<file path="config.mk">
export PLATFORM = sky130hd
export DESIGN_NAME = arith_engine
export DESIGN_NICKNAME = d
export VERILOG_FILES = /design/src/rtl/arith_pkg.sv /design/src/rtl/shift_add_mul.sv /design/src/rtl/arith_engine.sv
export SDC_FILE = /design/constraint.sdc
export NUM_CORES = 1
export LEC_CHECK = 0
export ABC_AREA = 1
export CAP_MARGIN = 30
export CORE_UTILIZATION = 54
export CTS_CLUSTER_DIAMETER = 200
export CTS_CLUSTER_SIZE = 25
export DETAILED_ROUTE_END_ITERATION = 8
export GPL_ROUTABILITY_DRIVEN = 0
export HOLD_SLACK_MARGIN = 0.1
export PLACE_DENSITY = 0.77
export RECOVER_POWER = 50
export SKIP_CTS_REPAIR_TIMING = 1
export SYNTH_ARGS = -nofsm -noshare
export SYNTH_HDL_FRONTEND = slang
export SYNTH_HIERARCHICAL = 1
export SYNTH_SLANG_ARGS = --single-unit
</file>
<file path="constraint.sdc">
create_clock -name clk -period 2.7 [get_ports clk]
set_input_delay 0.675 -clock clk [delete_from_list [all_inputs] [get_ports clk]]
set_output_delay 0.675 -clock clk [all_outputs]
set_load 0.005 [all_outputs]
</file>
<file path="src/rtl/arith_pkg.sv">
// arith_pkg: shared opcode/state types and the golden arithmetic model.
// ref_model works at a fixed 64-bit width; callers truncate to ACC_W.
package arith_pkg;

    typedef enum logic [1:0] {OP_ADD, OP_SUB, OP_MUL, OP_MAC} op_e;
    typedef enum logic [1:0] {S_IDLE, S_ITER, S_DONE} state_e;

    localparam int REF_W = 64;

    function automatic logic [REF_W-1:0] ref_model(
        input logic [1:0]       op,
        input logic [31:0]      a,
        input logic [31:0]      b,
        input logic [REF_W-1:0] acc
    );
        logic [REF_W-1:0] ax;
        logic [REF_W-1:0] bx;
        ax = REF_W'(a);
        bx = REF_W'(b);
        case (op)
            OP_ADD:  ref_model = ax + bx;
            OP_SUB:  ref_model = ax - bx;
            OP_MUL:  ref_model = ax * bx;
            default: ref_model = acc + ax * bx;
        endcase
    endfunction

endpackage

</file>
<file path="src/rtl/shift_add_mul.sv">
// shift_add_mul: iterative unsigned shift-add multiplier, one bit per cycle.
// done is raised in the last iteration; product then already includes it.
module shift_add_mul
    import arith_pkg::*;
#(
    parameter int WIDTH = 8
) (
    input  logic               clk,
    input  logic               reset,
    input  logic               start,
    input  logic [WIDTH-1:0]   a,
    input  logic [WIDTH-1:0]   b,
    output logic               done,
    output logic [2*WIDTH-1:0] product
);
    localparam int PW = 2 * WIDTH;
    localparam int CW = $clog2(WIDTH + 1);

    logic [PW-1:0]    a_sh;
    logic [PW-1:0]    partial;
    logic [PW-1:0]    partial_nxt;
    logic [WIDTH-1:0] b_sh;
    logic [CW-1:0]    cnt;
    logic             run;

    assign partial_nxt = b_sh[0] ? partial + a_sh : partial;
    assign done        = run && (cnt == CW'(WIDTH - 1));
    assign product     = partial_nxt;

    always_ff @(posedge clk) begin
        if (reset) begin
            run     <= 1'b0;
            cnt     <= '0;
            a_sh    <= '0;
            b_sh    <= '0;
            partial <= '0;
        end else if (start) begin
            run     <= 1'b1;
            cnt     <= '0;
            a_sh    <= PW'(a);
            b_sh    <= b;
            partial <= '0;
        end else if (run) begin
            partial <= partial_nxt;
            a_sh    <= a_sh << 1;
            b_sh    <= b_sh >> 1;
            cnt     <= cnt + 1'b1;
            if (done) run <= 1'b0;
        end
    end

endmodule

</file>
<file path="src/rtl/arith_engine.sv">
// arith_engine: handshaked ADD/SUB/MUL/MAC unit with a persistent accumulator.
// One transaction in flight; IDLE -> (ITER) -> DONE -> IDLE.
module arith_engine
    import arith_pkg::*;
#(
    parameter int WIDTH = 8,
    parameter int ACC_W = 2 * WIDTH
) (
    input  logic             clk,
    input  logic             reset,
    input  logic             in_valid,
    output logic             in_ready,
    input  logic [1:0]       op,
    input  logic [WIDTH-1:0] a,
    input  logic [WIDTH-1:0] b,
    input  logic             acc_clr,
    output logic             out_valid,
    input  logic             out_ready,
    output logic [ACC_W-1:0] result,
    output logic             busy
);
    localparam int PW = 2 * WIDTH;

    state_e           state;
    state_e           state_nxt;
    op_e              op_q;
    logic [ACC_W-1:0] acc;
    logic [ACC_W-1:0] result_q;
    logic [ACC_W-1:0] addsub;
    logic [ACC_W-1:0] mac_sum;
    logic [PW-1:0]    product;
    logic             accept;
    logic             is_mul;
    logic             mul_done;

    assign accept    = in_valid && in_ready;
    assign is_mul    = (op == OP_MUL) || (op == OP_MAC);
    assign in_ready  = (state == S_IDLE);
    assign out_valid = (state == S_DONE);
    assign busy      = (state != S_IDLE);
    assign result    = result_q;

    shift_add_mul #(.WIDTH(WIDTH)) u_mul (
        .clk     (clk),
        .reset   (reset),
        .start   (accept && is_mul),
        .a       (a),
        .b       (b),
        .done    (mul_done),
        .product (product)
    );

    always_comb begin
        state_nxt = state;
        addsub    = ACC_W'(a) + ACC_W'(b);
        if (op == OP_SUB) addsub = ACC_W'(a) - ACC_W'(b);
        mac_sum   = acc + ACC_W'(product);
        unique case (state)
            S_IDLE:  if (accept) state_nxt = is_mul ? S_ITER : S_DONE;
            S_ITER:  if (mul_done) state_nxt = S_DONE;
            S_DONE:  if (out_ready) state_nxt = S_IDLE;
            default: state_nxt = S_IDLE;
        endcase
    end

    always_ff @(posedge clk) begin
        if (reset) begin
            state    <= S_IDLE;
            op_q     <= OP_ADD;
            acc      <= '0;
            result_q <= '0;
        end else begin
            state <= state_nxt;
            // a clear on the accept edge wins, so a MAC starts from zero
            if (in_ready && acc_clr) acc <= '0;
            if (accept) begin
                op_q <= op_e'(op);
                if (!is_mul) result_q <= addsub;
            end
            if (state == S_ITER && mul_done) begin
                result_q <= (op_q == OP_MAC) ? mac_sum : ACC_W'(product);
                if (op_q == OP_MAC) acc <= mac_sum;
            end
        end
    end

    ap_addsub: assert property (@(posedge clk) disable iff (reset)
        (accept && !is_mul) |=> result_q == ACC_W'(ref_model($past(op),
            32'($past(a)), 32'($past(b)), REF_W'($past(acc)))));

endmodule

</file>
==> Yosys cells after proc, flatten, opt, wreduce, memory -nomap -nowiden <==
Index checks and enable logic that the tools add are counted.
Widths: inputs -> output; s select.
{ "totals": {"reg_bits": 81, "in_bits": 23, "out_inout_bits": 19, "word_cells": 60} }
{ "classes": {"add_sub_neg": 5, "n_eq_ne": 11, "n_mux": 21, "reduce_logical": 13} }
{ "op_table": {"columns": ["operator", "count"], "rows": [
  ["$mux 16", 9],
  ["$add 16x16->16", 2],
  ["$mux 8", 4],
  ["$add 8x8->9", 1],
  ["$sub 8x8->9", 1],
  ["$eq 2x2->1 const B", 4],
  ["$mux 2", 4],
  ["$ne 2x1->1 const B", 3],
  ["$pmux 2 s3", 1],
  ["$reduce_bool 2->1", 3],
  ["$logic_and 1x1->1", 5],
  ["$add 4x1->4 const B", 1],
  ["$eq 2x1->1 const B", 2],
  ["$eq 4x3->1 const B", 1],
  ["$mux 1", 3],
  ["$reduce_and 3->1", 1],
  ["$logic_not 2->1", 1],
  ["$ne 2x2->1 const B", 1],
  ["$reduce_and 2->1", 1],
  ["$reduce_or 2->1", 1],
  ["$logic_or 1x1->1", 1]
]} }

==> Depth between registers and ports, before layout <==
Gate-level depths: netlist of the first run.
{ "logic_depth": {"word_depth": 5, "depth_mapped": 23, "ltp_nobuf": 23} }

==> Hierarchy <==
The synthesis of the first run kept the hierarchy.
{ "by_module_without_submodules": {"columns": ["module", "instances", "cells_per_inst", "area_per_inst_um2", "seq_area_each_um2"], "rows": [
  ["arith_engine", 1, 448, 3004.1, 720.7],
  ["shift_add_mul", 1, 447, 2897.8, 900.9]
]} }

==> Worst setup path after synthesis of the first run <==
OpenSTA, ideal clock, no wires.
{ "synth_path": {"kind": "register -> register", "startpoint": "register u_mul.a_sh[0]", "endpoint": "register acc[11]", "setup_ps": 132, "arrival_ps": 2665, "required_time_ps": 2568, "slack_ps": -97, "path_stages_with_launch": 19, "path_buffers": 0, "synth_period_minus_slack_ps": 2797, "path_cell_list": "dfxtp_1 -> ha_1 -> fa_1 -> nand2_2 -> nand2_2 -> nand3b_1 -> nand2_2 -> or2_1 -> nand3_2 -> o21ai_0 -> ha_1 -> nand2_1 -> inv_1 -> a21oi_1 -> nand2_1 -> a21oi_1 -> a21boi_1 -> o21ai_1 -> a21oi_1"} }
{ "synth_between": {"elab_chain_len": 5} }
{ "synth_rtl": {"columns": ["item", "line", "rtl"], "rows": [
  ["start, declared", "shift_add_mul.sv:19", "logic [PW-1:0] a_sh;"],
  ["start signal, assigned", "shift_add_mul.sv:40", "a_sh <= PW'(a);"],
  ["start signal, assigned", "shift_add_mul.sv:45", "a_sh <= a_sh << 1;"],
  ["$add 16x16->16", "shift_add_mul.sv:26", "assign partial_nxt = b_sh[0] ? partial + a_sh : partial;"],
  ["$mux 16", "shift_add_mul.sv:26", null],
  ["named net product[6]", "arith_engine.sv:31", "logic [PW-1:0] product;"],
  ["$add 16x16->16", "arith_engine.sv:57", "mac_sum = acc + ACC_W'(product);"],
  ["$mux 16", "arith_engine.sv:82", "if (op_q == OP_MAC) acc <= mac_sum;"],
  ["$mux 16", "arith_engine.sv:80", "if (state == S_ITER && mul_done) begin"],
  ["end signal, assigned", "arith_engine.sv:82", null],
  ["end, declared", "arith_engine.sv:27", "logic [ACC_W-1:0] acc;"]
]} }
The timed path passes the listed nets, and every way through them passes these cells.
A chain may end at the register's enable or synchronous reset.

==> Worst setup path after layout of the first run <==
{ "layout_path": {"startpoint": "register u_mul.partial[0]", "endpoint": "register result_q[13] (netlist: result[13])"} }
{ "layout_between": {"elab_chain_len": 5} }
{ "layout_rtl": {"columns": ["item", "line", "rtl"], "rows": [
  ["start, declared", "shift_add_mul.sv:20", "logic [PW-1:0] partial;"],
  ["start signal, assigned", "shift_add_mul.sv:44", "partial <= partial_nxt;"],
  ["$add 16x16->16", "shift_add_mul.sv:26", null],
  ["$mux 16", "shift_add_mul.sv:26", null],
  ["named net product[8]", "arith_engine.sv:31", null],
  ["$add 16x16->16", "arith_engine.sv:57", null],
  ["$mux 16", "arith_engine.sv:81", "result_q <= (op_q == OP_MAC) ? mac_sum : ACC_W'(product);"],
  ["$mux 16", "arith_engine.sv:80", null],
  ["end signal, assigned", "arith_engine.sv:78", "if (!is_mul) result_q <= addsub;"],
  ["end signal, assigned", "arith_engine.sv:81", null],
  ["end, declared", "arith_engine.sv:28", "logic [ACC_W-1:0] result_q;"]
]} }
The timed path passes the listed nets, and every way through them passes these cells.

==> report_table.html, run 1 <==
<table>
<tr><th>Metric</th><th>Value</th></tr>
<tr><th colspan="2">Timing</th></tr>
<tr><td>Total setup violations reported at the end of the flow</td><td>17</td></tr>
<tr><td>Unrepaired setup endpoints after global routing</td><td>true</td></tr>
<tr><td>Post-route fraction of the period consumed by the critical path</td><td>109%</td></tr>
<tr><td>Final Hold Violating Endpoints</td><td>0</td></tr>
<tr><td>Maximum clock frequency</td><td>around 340 MHz</td></tr>
<tr><td>Slew @ Worst Pin</td><td>between 800 and 900 ps</td></tr>
<tr><td>Smallest setup slack after layout</td><td>-254 ps</td></tr>
<tr><td>Slew HR</td><td>40.9%</td></tr>
<tr><td>Layout Skew</td><td>9.69 ps</td></tr>
<tr><td>Shortest period the worst path allows</td><td>around 3000 ps</td></tr>
<tr><td>Max-slew violation count</td><td>0</td></tr>
<tr><td>Hold Slack</td><td>roughly 470 ps</td></tr>
<tr><th colspan="2">Worst setup path</th></tr>
<tr><td>Critical register-to-register path endpoint</td><td>result[13]</td></tr>
<tr><td>Type of element launching the critical path</td><td>register</td></tr>
<tr><td>Data arrival time at the worst-slack endpoint</td><td>around 3300 ps</td></tr>
<tr><td>Delay of the slowest cell on the worst path</td><td>360 ps</td></tr>
<tr><td>Worst Reg-to-Reg Cells</td><td>20</td></tr>
<tr><td>End point of the critical path</td><td>result[13]</td></tr>
<tr><td>Critical Path Start</td><td>u_mul/partial[0]</td></tr>
<tr><td>Cell breakdown of the critical path</td><td>ha_4, fa_2, nand2_2, nand2_2, and2_4, nand2_2, nand2_2, xor2_2, nand2_2, nand2_4, ha_4, nand2_2, inv_2, nand2_1, nand3_2, a21oi_2, nand2_1, nand2_2, nand3_2, a21oi_2</td></tr>
<tr><td>Launch instance of the worst register-to-register path</td><td>u_mul/partial[0]</td></tr>
<tr><td>Type of the worst setup path</td><td>reg -&gt; reg</td></tr>
<tr><td>Minimum setup slack among reg-to-reg paths</td><td>-250 ps</td></tr>
<tr><td>Worst Setup End Kind</td><td>register</td></tr>
<tr><td>Most used cell along the critical path</td><td>sky130_fd_sc_hd__nand2_2</td></tr>
<tr><td>CP max-delay cell</td><td>sky130_fd_sc_hd__fa_2</td></tr>
<tr><td>Required arrival time at the worst endpoint</td><td>2990 ps</td></tr>
<tr><td>CP Max Fanout</td><td>4</td></tr>
<tr><th colspan="2">Floorplanning</th></tr>
<tr><td>Die X</td><td>107 microns</td></tr>
<tr><td>Row Count</td><td>37</td></tr>
<tr><td>Number of placed I/O pins</td><td>42</td></tr>
<tr><td>Core area</td><td>10500 sq um</td></tr>
<tr><td>Die Span Y</td><td>roughly 110 microns</td></tr>
<tr><td>Area of the die</td><td>11400 sq um</td></tr>
<tr><td>Starting density of the core</td><td>56.4%</td></tr>
<tr><th colspan="2">Job</th></tr>
<tr><td>Count of maximum capacitance violations</td><td>0</td></tr>
<tr><th colspan="2">Clocking</th></tr>
<tr><td>CTS tree</td><td>yes</td></tr>
<tr><td>Sink Count</td><td>81</td></tr>
<tr><td>Clock root buffer</td><td>sky130_fd_sc_hd__clkbuf_8</td></tr>
<tr><td>Worst-path clk slew</td><td>80 ps</td></tr>
<tr><td>CTS Buf Count</td><td>9</td></tr>
<tr><td>H-tree depth</td><td>3</td></tr>
<tr><td>Clock latency at the later pin of the worst-skew pair</td><td>360 ps</td></tr>
<tr><td>Number of buffers between clock root and the deepest sink</td><td>2</td></tr>
<tr><th colspan="2">Cells and area</th></tr>
<tr><td>Filler cells</td><td>~840</td></tr>
<tr><td>Total area of sequential cells</td><td>1630 sq um</td></tr>
<tr><td>Fraction of final layout cells sized beyond drive strength 1</td><td>23.4%</td></tr>
<tr><td>Antenna diode count</td><td>0</td></tr>
<tr><td>Growth of design area from synthesis to finish</td><td>30.6%</td></tr>
<tr><td>Finished Core Util</td><td>73.7%</td></tr>
<tr><td>Final layout net count</td><td>1086</td></tr>
<tr><td>Area taken by multi-input logic gates</td><td>4120 sq um</td></tr>
<tr><td>Area of all placed cells without fillers</td><td>approximately 7700 sq um</td></tr>
<tr><th colspan="2">Pwr</th></tr>
<tr><td>Overall power consumption</td><td>roughly 3200 uW</td></tr>
<tr><td>Total net switching power</td><td>1050 uW</td></tr>
<tr><td>IR drop worst, VDD</td><td>0.000300 V</td></tr>
<tr><td>Net Sw Frac</td><td>33.0%</td></tr>
<tr><td>Static leakage</td><td>between 0.003 and 0.004 uW</td></tr>
<tr><td>Share of total power in sequential cells</td><td>approximately two fifths</td></tr>
<tr><td>Internal power contribution</td><td>2140 uW</td></tr>
<tr><td>Power Dens Cells</td><td>slightly above 400 nW/um^2</td></tr>
<tr><td>Comb pwr share</td><td>29.7%</td></tr>
<tr><td>Fraction of power consumed by the clock network</td><td>28.6%</td></tr>
<tr><th colspan="2">Global routing</th></tr>
<tr><td>Met2 capacity usage during global routing</td><td>between 40% and 50%</td></tr>
<tr><td>Met1 track utilization from global routing</td><td>between 30% and 40%</td></tr>
<tr><td>Most heavily used metal layer in global routing</td><td>met2</td></tr>
<tr><td>Combined global-route utilization of all metal layers</td><td>28.8%</td></tr>
<tr><td>First-pass GRT wire length</td><td>25900 microns</td></tr>
<tr><td>Antenna violations before repair</td><td>0</td></tr>
<tr><td>Number of global-route vias before repair</td><td>5527</td></tr>
<tr><td>Global route total overflow</td><td>0</td></tr>
<tr><td>GRT met3 Usage</td><td>4.72%</td></tr>
<tr><td>Pin count of the biggest net entering global routing</td><td>40</td></tr>
<tr><th colspan="2">Logic synthesis</th></tr>
<tr><td>Cell type with the largest total area after synthesis</td><td>sky130_fd_sc_hd__dfxtp_1</td></tr>
<tr><td>Main area contributors after synthesis</td><td>sky130_fd_sc_hd__dfxtp_1, sky130_fd_sc_hd__nand2_1, sky130_fd_sc_hd__ha_1</td></tr>
<tr><td>Ys Warns</td><td>6</td></tr>
<tr><td>Average instance area after synthesis</td><td>6.59 sq um</td></tr>
<tr><td>Mapped Nets</td><td>969</td></tr>
<tr><td>Area of the mapped netlist</td><td>between 5000 and 6000 sq um</td></tr>
<tr><td>Unique cell type count in the Yosys netlist</td><td>47</td></tr>
<tr><td>Proportion of netlist area held by the largest area contributor</td><td>27.5%</td></tr>
<tr><td>Portion of the post-synthesis area used by sequential elements</td><td>27.5%</td></tr>
<tr><td>#FFs+latches synth</td><td>slightly above 80</td></tr>
<tr><td>Post-synthesis instance total</td><td>between 800 and 900</td></tr>
<tr><th colspan="2">Status</th></tr>
<tr><td>Result of the run</td><td>complete, but fails checks</td></tr>
<tr><td>Violations in the final reports</td><td>setup timing</td></tr>
<tr><th colspan="2">Routing</th></tr>
<tr><td>Detailed Routing Iterations Pass 1</td><td>5</td></tr>
<tr><td>Wire length per cell</td><td>15.0 microns</td></tr>
<tr><td>Vias</td><td>between 6000 and 7000</td></tr>
<tr><td>Residual antenna-violating net count after detailed routing</td><td>0</td></tr>
<tr><td>Post-detailed-routing wire length</td><td>17300 microns</td></tr>
<tr><td>DRC violations left</td><td>0</td></tr>
<tr><td>Via-to-Cell Ratio</td><td>5.45</td></tr>
<tr><td>Number of design-rule violations left by the first detailed-router iteration</td><td>459</td></tr>
<tr><th colspan="2">Place</th></tr>
<tr><td>Final HPWL DP</td><td>11900 microns</td></tr>
<tr><td>Standard cell area after detailed placement</td><td>just under 7000 sq um</td></tr>
<tr><td>Port Buffer Count</td><td>41</td></tr>
<tr><th colspan="2">Hold path</th></tr>
<tr><td>Cell depth of the worst min-delay path</td><td>2</td></tr>
<tr><td>Class of the most critical hold timing path</td><td>reg -&gt; reg</td></tr>
</table>
## cells in the mapped netlist (all sizes together)
library cell,count
dfxtp,81
clkbuf,7
o21ai,53
a22o,1
o221ai,8
or2,5
nand3,66
o21a,1
a31oi,9
a311oi,1
o22ai,2
xnor2,3
a41oi,2
o211ai,2
buf,18
nand3b,6
a211oi,5
fa,4
nor3,14
o21bai,4
xor2,9
and2,1
inv,134
ha,47
a21boi,1
a21oi,88
nand4,3
nand2,253
dlymetal6s2s,1
a21o,2
nor2,64
## stage by stage
stage               worst slack [ps]  instances  setup TNS (ps)
CTS                             -223       1146           -3150
global placement                -162       1131           -1990
floorplan                       16.9        895               0
global route                    -359       1152           -4910
finish                          -254       1152           -2230
detailed placement              -236       1131           -2920
## worst min path at each step
stage | startpoint | slack (ps) | endpoint
6_report | u_mul/b_sh[6] | 470 | u_mul/b_sh[5]
3_3_place_gp | u_mul/cnt[1] | 460 | u_mul/cnt[1]
2_1_floorplan | u_mul/b_sh[2] | 440 | u_mul/b_sh[2]
4_1_cts | u_mul/b_sh[6] | 470 | u_mul/b_sh[5]
5_1_grt | u_mul/a_sh[15] | 500 | u_mul/a_sh[15]
3_5_place_dp | acc[0] | 460 | acc[0]
## cells in the final DEF, fill, tap and decap left out, types with 6 or more instances in the layout
master and n:
sky130_fd_sc_hd__ha_4 15, sky130_fd_sc_hd__xor2_1 8, sky130_fd_sc_hd__nor3_1 11, sky130_fd_sc_hd__ha_1 32, sky130_fd_sc_hd__nand2_1 214, sky130_fd_sc_hd__nand2_2 34
sky130_fd_sc_hd__dlygate4sd3_1 17, sky130_fd_sc_hd__clkbuf_8 10, sky130_fd_sc_hd__inv_2 8, sky130_fd_sc_hd__clkdlybuf4s50_1 24, sky130_fd_sc_hd__nand3_1 46, sky130_fd_sc_hd__a21oi_2 15
sky130_fd_sc_hd__nand3_2 19, sky130_fd_sc_hd__buf_4 85, sky130_fd_sc_hd__a21oi_1 69, sky130_fd_sc_hd__o21ai_0 48, sky130_fd_sc_hd__nor2_1 54, sky130_fd_sc_hd__dfxtp_1 77
sky130_fd_sc_hd__nand3b_1 6, sky130_fd_sc_hd__nor2_2 6, sky130_fd_sc_hd__a31oi_1 9, sky130_fd_sc_hd__inv_1 124, sky130_fd_sc_hd__o221ai_1 8
## cells by family after synthesis
kind of cell	after synthesis	synth area share (%)
compound gates	179	17.3
xor+xnor	12	1.78
fa+ha+maj	51	11.3
buf+inv	160	11.8
flops	81	27.5
simple gates	412	30.3
## flip-flops by register name (all words and copies together) (netlist names)
name / count
u_mul/run: 1
u_mul/cnt: 4
u_mul/a_sh: 16
u_mul/partial: 16
result: 16
state: 2
op_q: 2
acc: 16
u_mul/b_sh: 8
## worst max-delay path: cells and delay by family (launching register included)
kind	cells	cell delay [ps]
compound gates	2	370
xor+xnor	1	180
flops	1	340
fa+ha+maj	3	790
simple gates	13	1160
buf+inv	1	60
## power by group through the flow
| stage | Clock, uW | Combinational, uW | Sequential, uW |
|---|---|---|---|
| after floorplan | 0 | 501 | 1340 |
| after global placement | 0 | 826 | 1350 |
| after detailed placement | 0 | 836 | 1350 |
| after CTS | 914 | 844 | 1320 |
| after global routing | 965 | 1030 | 1340 |
| final | 910 | 948 | 1330 |
## cell type report
cell class	count	share of cell area (%)
clock inverter	5	0.730
timing repair buffer	132	14.2
sequential	81	21.1
clock buffer	10	1.79
multi-input combinational	654	53.4
inverter	134	6.59
tap	136	2.21
## routing by layer
| metal | vias up | part of all wire (%) |
|---|---|---|
| li1 | 3151 | - |
| met1 | 2899 | 46 |
| met2 | 193 | 46 |
| met3 | 36 | 5.8 |
| met4 | 0 | 2.1 |
| met5 | - | 0 |
Power figures use the tool's default switching activity.
==> run 2, diff against run 1 <==
CELL_PAD_IN_SITES_DETAIL_PLACEMENT = 0   (was unset)
CELL_PAD_IN_SITES_GLOBAL_PLACEMENT = 2   (was unset)
CORE_UTILIZATION = 30   (was 54)
PLACE_DENSITY = unset   (was 0.77)
PLACE_DENSITY_LB_ADDON = 0.1   (was unset)
==> run 2 against run 1 <==
  * Critical path depth did not move
  * Critical endpoint is now acc[11]
  * Clock-buffer cell count fell by 1
  * Core utilization fell by 31 points
  * Maximum frequency rose by 4.1%
  * The run still ends with setup timing left
  * Register-to-register slack improved by 120 ps
  * Worst setup slack improved by 120 ps
==> report_table.html, run 2 (synthesis gave the netlist of run 1 again) <==
<table>
<tr><th>Metric</th><th>Value</th></tr>
<tr><th colspan="2">Worst setup path</th></tr>
<tr><td>Data arrival time at the worst-slack endpoint</td><td>3060 ps (was 3250 ps)</td></tr>
<tr><td>Worst Setup End Kind</td><td>register (unchanged)</td></tr>
<tr><td>Critical register-to-register path endpoint</td><td>acc[11] (was result[13])</td></tr>
<tr><td>Required arrival time at the worst endpoint</td><td>2930 ps (was 2990 ps)</td></tr>
<tr><td>Type of element launching the critical path</td><td>register (unchanged)</td></tr>
<tr><td>Minimum setup slack among reg-to-reg paths</td><td>-140 ps (was -250 ps)</td></tr>
<tr><td>CP Max Fanout</td><td>4 (unchanged)</td></tr>
<tr><td>Worst Reg-to-Reg Cells</td><td>20 (unchanged)</td></tr>
<tr><td>Launch instance of the worst register-to-register path</td><td>u_mul/partial[0] (unchanged)</td></tr>
<tr><td>Type of the worst setup path</td><td>reg -&gt; reg (unchanged)</td></tr>
<tr><th colspan="2">Clocking</th></tr>
<tr><td>Sink Count</td><td>81 (unchanged)</td></tr>
<tr><td>CTS tree</td><td>yes (unchanged)</td></tr>
<tr><td>Worst-path clk slew</td><td>70 ps (was 80 ps)</td></tr>
<tr><td>CTS Buf Count</td><td>9 (unchanged)</td></tr>
<tr><td>Clock latency at the later pin of the worst-skew pair</td><td>350 ps (was 360 ps)</td></tr>
<tr><td>H-tree depth</td><td>3 (unchanged)</td></tr>
<tr><td>Number of buffers between clock root and the deepest sink</td><td>2 (unchanged)</td></tr>
<tr><td>Clock root buffer</td><td>sky130_fd_sc_hd__clkbuf_16 (was sky130_fd_sc_hd__clkbuf_8)</td></tr>
<tr><th colspan="2">Place</th></tr>
<tr><td>Final HPWL DP</td><td>15000 microns (was 11900 microns)</td></tr>
<tr><td>Port Buffer Count</td><td>41 (unchanged)</td></tr>
<tr><td>Post-Place Worst Slack</td><td>-473 ps (was -236 ps)</td></tr>
<tr><th colspan="2">Routing</th></tr>
<tr><td>DRC violations left</td><td>0 (unchanged)</td></tr>
<tr><td>Post-detailed-routing wire length</td><td>19500 microns (was 17300 microns)</td></tr>
<tr><td>Residual antenna-violating net count after detailed routing</td><td>0 (unchanged)</td></tr>
<tr><td>Via-to-Cell Ratio</td><td>4.76 (was 5.45)</td></tr>
<tr><td>Vias</td><td>6176 (was 6279)</td></tr>
<tr><td>Wire length per cell</td><td>15.0 microns (about the same)</td></tr>
<tr><td>Number of design-rule violations left by the first detailed-router iteration</td><td>340 (was 459)</td></tr>
<tr><td>Detailed Routing Iterations Pass 1</td><td>5 (unchanged)</td></tr>
<tr><th colspan="2">Cells and area</th></tr>
<tr><td>Fraction of final layout cells sized beyond drive strength 1</td><td>24.7% (was 23.4%)</td></tr>
<tr><td>Filler cells</td><td>2029 (was 835)</td></tr>
<tr><td>Leading cell types in the layout, fill and taps excluded</td><td>sky130_fd_sc_hd__nand2_1, sky130_fd_sc_hd__inv_1, sky130_fd_sc_hd__buf_4, sky130_fd_sc_hd__dfxtp_1, sky130_fd_sc_hd__a21oi_1 (unchanged)</td></tr>
<tr><td>Final layout net count</td><td>1107 (was 1086)</td></tr>
<tr><td>Growth of design area from synthesis to finish</td><td>37.1% (was 30.6%)</td></tr>
<tr><td>Most common cell after layout, fill and taps aside</td><td>sky130_fd_sc_hd__nand2_1 (unchanged)</td></tr>
<tr><td>Antenna diode count</td><td>0 (unchanged)</td></tr>
<tr><th colspan="2">Hold path</th></tr>
<tr><td>Startpoint of the lowest-slack hold path</td><td>u_mul/b_sh[4] (was u_mul/b_sh[6])</td></tr>
<tr><td>Class of the most critical hold timing path</td><td>reg -&gt; reg (unchanged)</td></tr>
<tr><td>Cell depth of the worst min-delay path</td><td>2 (unchanged)</td></tr>
<tr><td>Hold EP</td><td>u_mul/b_sh[4] (was u_mul/b_sh[5])</td></tr>
<tr><th colspan="2">Timing</th></tr>
<tr><td>Final Hold Violating Endpoints</td><td>0 (unchanged)</td></tr>
<tr><td>Layout Skew</td><td>8.97 ps (was 9.69 ps)</td></tr>
<tr><td>Post-route fraction of the period consumed by the critical path</td><td>105% (was 109%)</td></tr>
<tr><td>Unrepaired setup endpoints after global routing</td><td>true (unchanged)</td></tr>
<tr><td>Maximum clock frequency</td><td>352 MHz (was 339 MHz)</td></tr>
<tr><td>Total setup violations reported at the end of the flow</td><td>17 (unchanged)</td></tr>
<tr><td>Slew HR</td><td>37.8% (was 40.9%)</td></tr>
<tr><td>Max-slew violation count</td><td>0 (unchanged)</td></tr>
<tr><td>Total Negative Setup Slacks</td><td>-1460 ps (was -2230 ps)</td></tr>
<tr><td>Smallest setup slack after layout</td><td>-139 ps (was -254 ps)</td></tr>
<tr><td>Shortest period the worst path allows</td><td>2840 ps (was 2950 ps)</td></tr>
<tr><td>Slew @ Worst Pin</td><td>933 ps (was 886 ps)</td></tr>
<tr><th colspan="2">Pwr</th></tr>
<tr><td>Share of total power in sequential cells</td><td>37.9% (was 41.7%)</td></tr>
<tr><td>Internal power contribution</td><td>2350 uW (was 2140 uW)</td></tr>
<tr><td>Fraction of power consumed by the clock network</td><td>33.9% (was 28.6%)</td></tr>
<tr><td>IR drop worst, VDD</td><td>0.000338 V (was 0.000300 V)</td></tr>
<tr><td>Power Dens Cells</td><td>434 nW/um^2 (was 413 nW/um^2)</td></tr>
<tr><td>Net Sw Frac</td><td>33.0% (about the same)</td></tr>
<tr><td>Total net switching power</td><td>1160 uW (was 1050 uW)</td></tr>
<tr><td>Static leakage</td><td>0.00404 uW (was 0.00388 uW)</td></tr>
<tr><td>Comb pwr share</td><td>28.2% (was 29.7%)</td></tr>
<tr><th colspan="2">Job</th></tr>
<tr><td>Count of maximum capacitance violations</td><td>0 (unchanged)</td></tr>
<tr><th colspan="2">Floorplanning</th></tr>
<tr><td>Die Span Y</td><td>142 microns (was 107 microns)</td></tr>
<tr><td>Die X</td><td>142 microns (was 107 microns)</td></tr>
<tr><td>Area of the die</td><td>20200 sq um (was 11400 sq um)</td></tr>
<tr><td>Core area</td><td>19000 sq um (was 10500 sq um)</td></tr>
<tr><td>Row Count</td><td>50 (was 37)</td></tr>
<tr><td>Number of placed I/O pins</td><td>42 (unchanged)</td></tr>
<tr><td>Starting density of the core</td><td>31.0% (was 56.4%)</td></tr>
<tr><th colspan="2">Global routing</th></tr>
<tr><td>Global route total overflow</td><td>0 (unchanged)</td></tr>
<tr><td>Pin count of the biggest net entering global routing</td><td>40 (unchanged)</td></tr>
<tr><td>Number of global-route vias before repair</td><td>5845 (was 5527)</td></tr>
<tr><td>Antenna violations before repair</td><td>0 (unchanged)</td></tr>
<tr><td>First-pass GRT wire length</td><td>30800 microns (was 25900 microns)</td></tr>
<tr><td>Combined global-route utilization of all metal layers</td><td>19.8% (was 28.8%)</td></tr>
<tr><th colspan="2">Status</th></tr>
<tr><td>Result of the run</td><td>complete, but fails checks (unchanged)</td></tr>
<tr><td>Violations in the final reports</td><td>setup timing (unchanged)</td></tr>
</table>
==> run 2: metal layers <==
| metal | track usage, % | vias up | wire (microns) |
|---|---|---|---|
| met5 | 0 | - | 0 |
| met4 | 5.38 | 0 | 144 |
| met3 | 2.25 | 8 | 560 |
| met2 | 30.4 | 73 | 8580 |
| met1 | 29.0 | 2904 | 10200 |
| li1 | - | 3191 | - |
==> run 2: cell type report <==
class	count	area, sq um	share of cell area [%]
Clock inverter	7	52.6	0.649
Sequential cell	81	1630	20.1
Timing Repair Buffer	153	1280	15.8
Clock buffer	9	225	2.78
Inverter	134	508	6.28
Tap cell	260	325	4.02
Multi-Input combinational cell	654	4070	50.3
==> run 2: worst max-delay path by stage <==
stage | start | endpoint | depth (start not counted)
6_report | u_mul/partial[0] | acc[11] | 20
5_1_grt | u_mul/partial[0] | acc[9] | 19
4_1_cts | u_mul/partial[0] | result[9] | 19
3_5_place_dp | a[0] | result[12] | 11
3_3_place_gp | a[0] | result[12] | 11
2_1_floorplan | u_mul/a_sh[0] | result[15] | 21
==> run 2: stage by stage <==
step / power, uW / utilization (%) / area (sq um) / cells / hold WS, ps
finish: 3510 / 42.5 / 8090 / 1298 / 465
global route: 3710 / 42.5 / 8090 / 1298 / 480
CTS: 3460 / 39.7 / 7540 / 1292 / 463
detailed placement: 2260 / 38.2 / 7260 / 1276 / 456
global placement: 2260 / 38.2 / 7260 / 1276 / 454
floorplan: 1840 / - / 5910 / 895 / 437
==> run 2: power by group through the flow <==
stage               logic, uW  clock network, uW  registers (uW)
detailed placement        907                  0            1350
floorplan                 501                  0            1340
CTS                       913               1220            1320
global placement          904                  0            1350
finish                    990               1190            1330
global route             1090               1270            1340
==> run 2: worst max-delay path, stage by stage, from the launching register on <==
cell	delay, ps
sky130_fd_sc_hd__dfxtp_2	340
sky130_fd_sc_hd__ha_4	160
sky130_fd_sc_hd__fa_2	360
sky130_fd_sc_hd__nand2_2	80
sky130_fd_sc_hd__nand2_2	60
sky130_fd_sc_hd__and2_4	160
sky130_fd_sc_hd__nand2_2	60
sky130_fd_sc_hd__nand2_2	50
sky130_fd_sc_hd__xor2_1	130
sky130_fd_sc_hd__nand2_1	110
sky130_fd_sc_hd__nand2_2	130
sky130_fd_sc_hd__ha_4	220
sky130_fd_sc_hd__nand2_1	90
sky130_fd_sc_hd__inv_1	60
sky130_fd_sc_hd__nand2_1	100
sky130_fd_sc_hd__buf_4	110
sky130_fd_sc_hd__inv_1	30
sky130_fd_sc_hd__a21oi_2	180
sky130_fd_sc_hd__a21boi_1	90
sky130_fd_sc_hd__o21ai_1	110
sky130_fd_sc_hd__a21oi_1	90
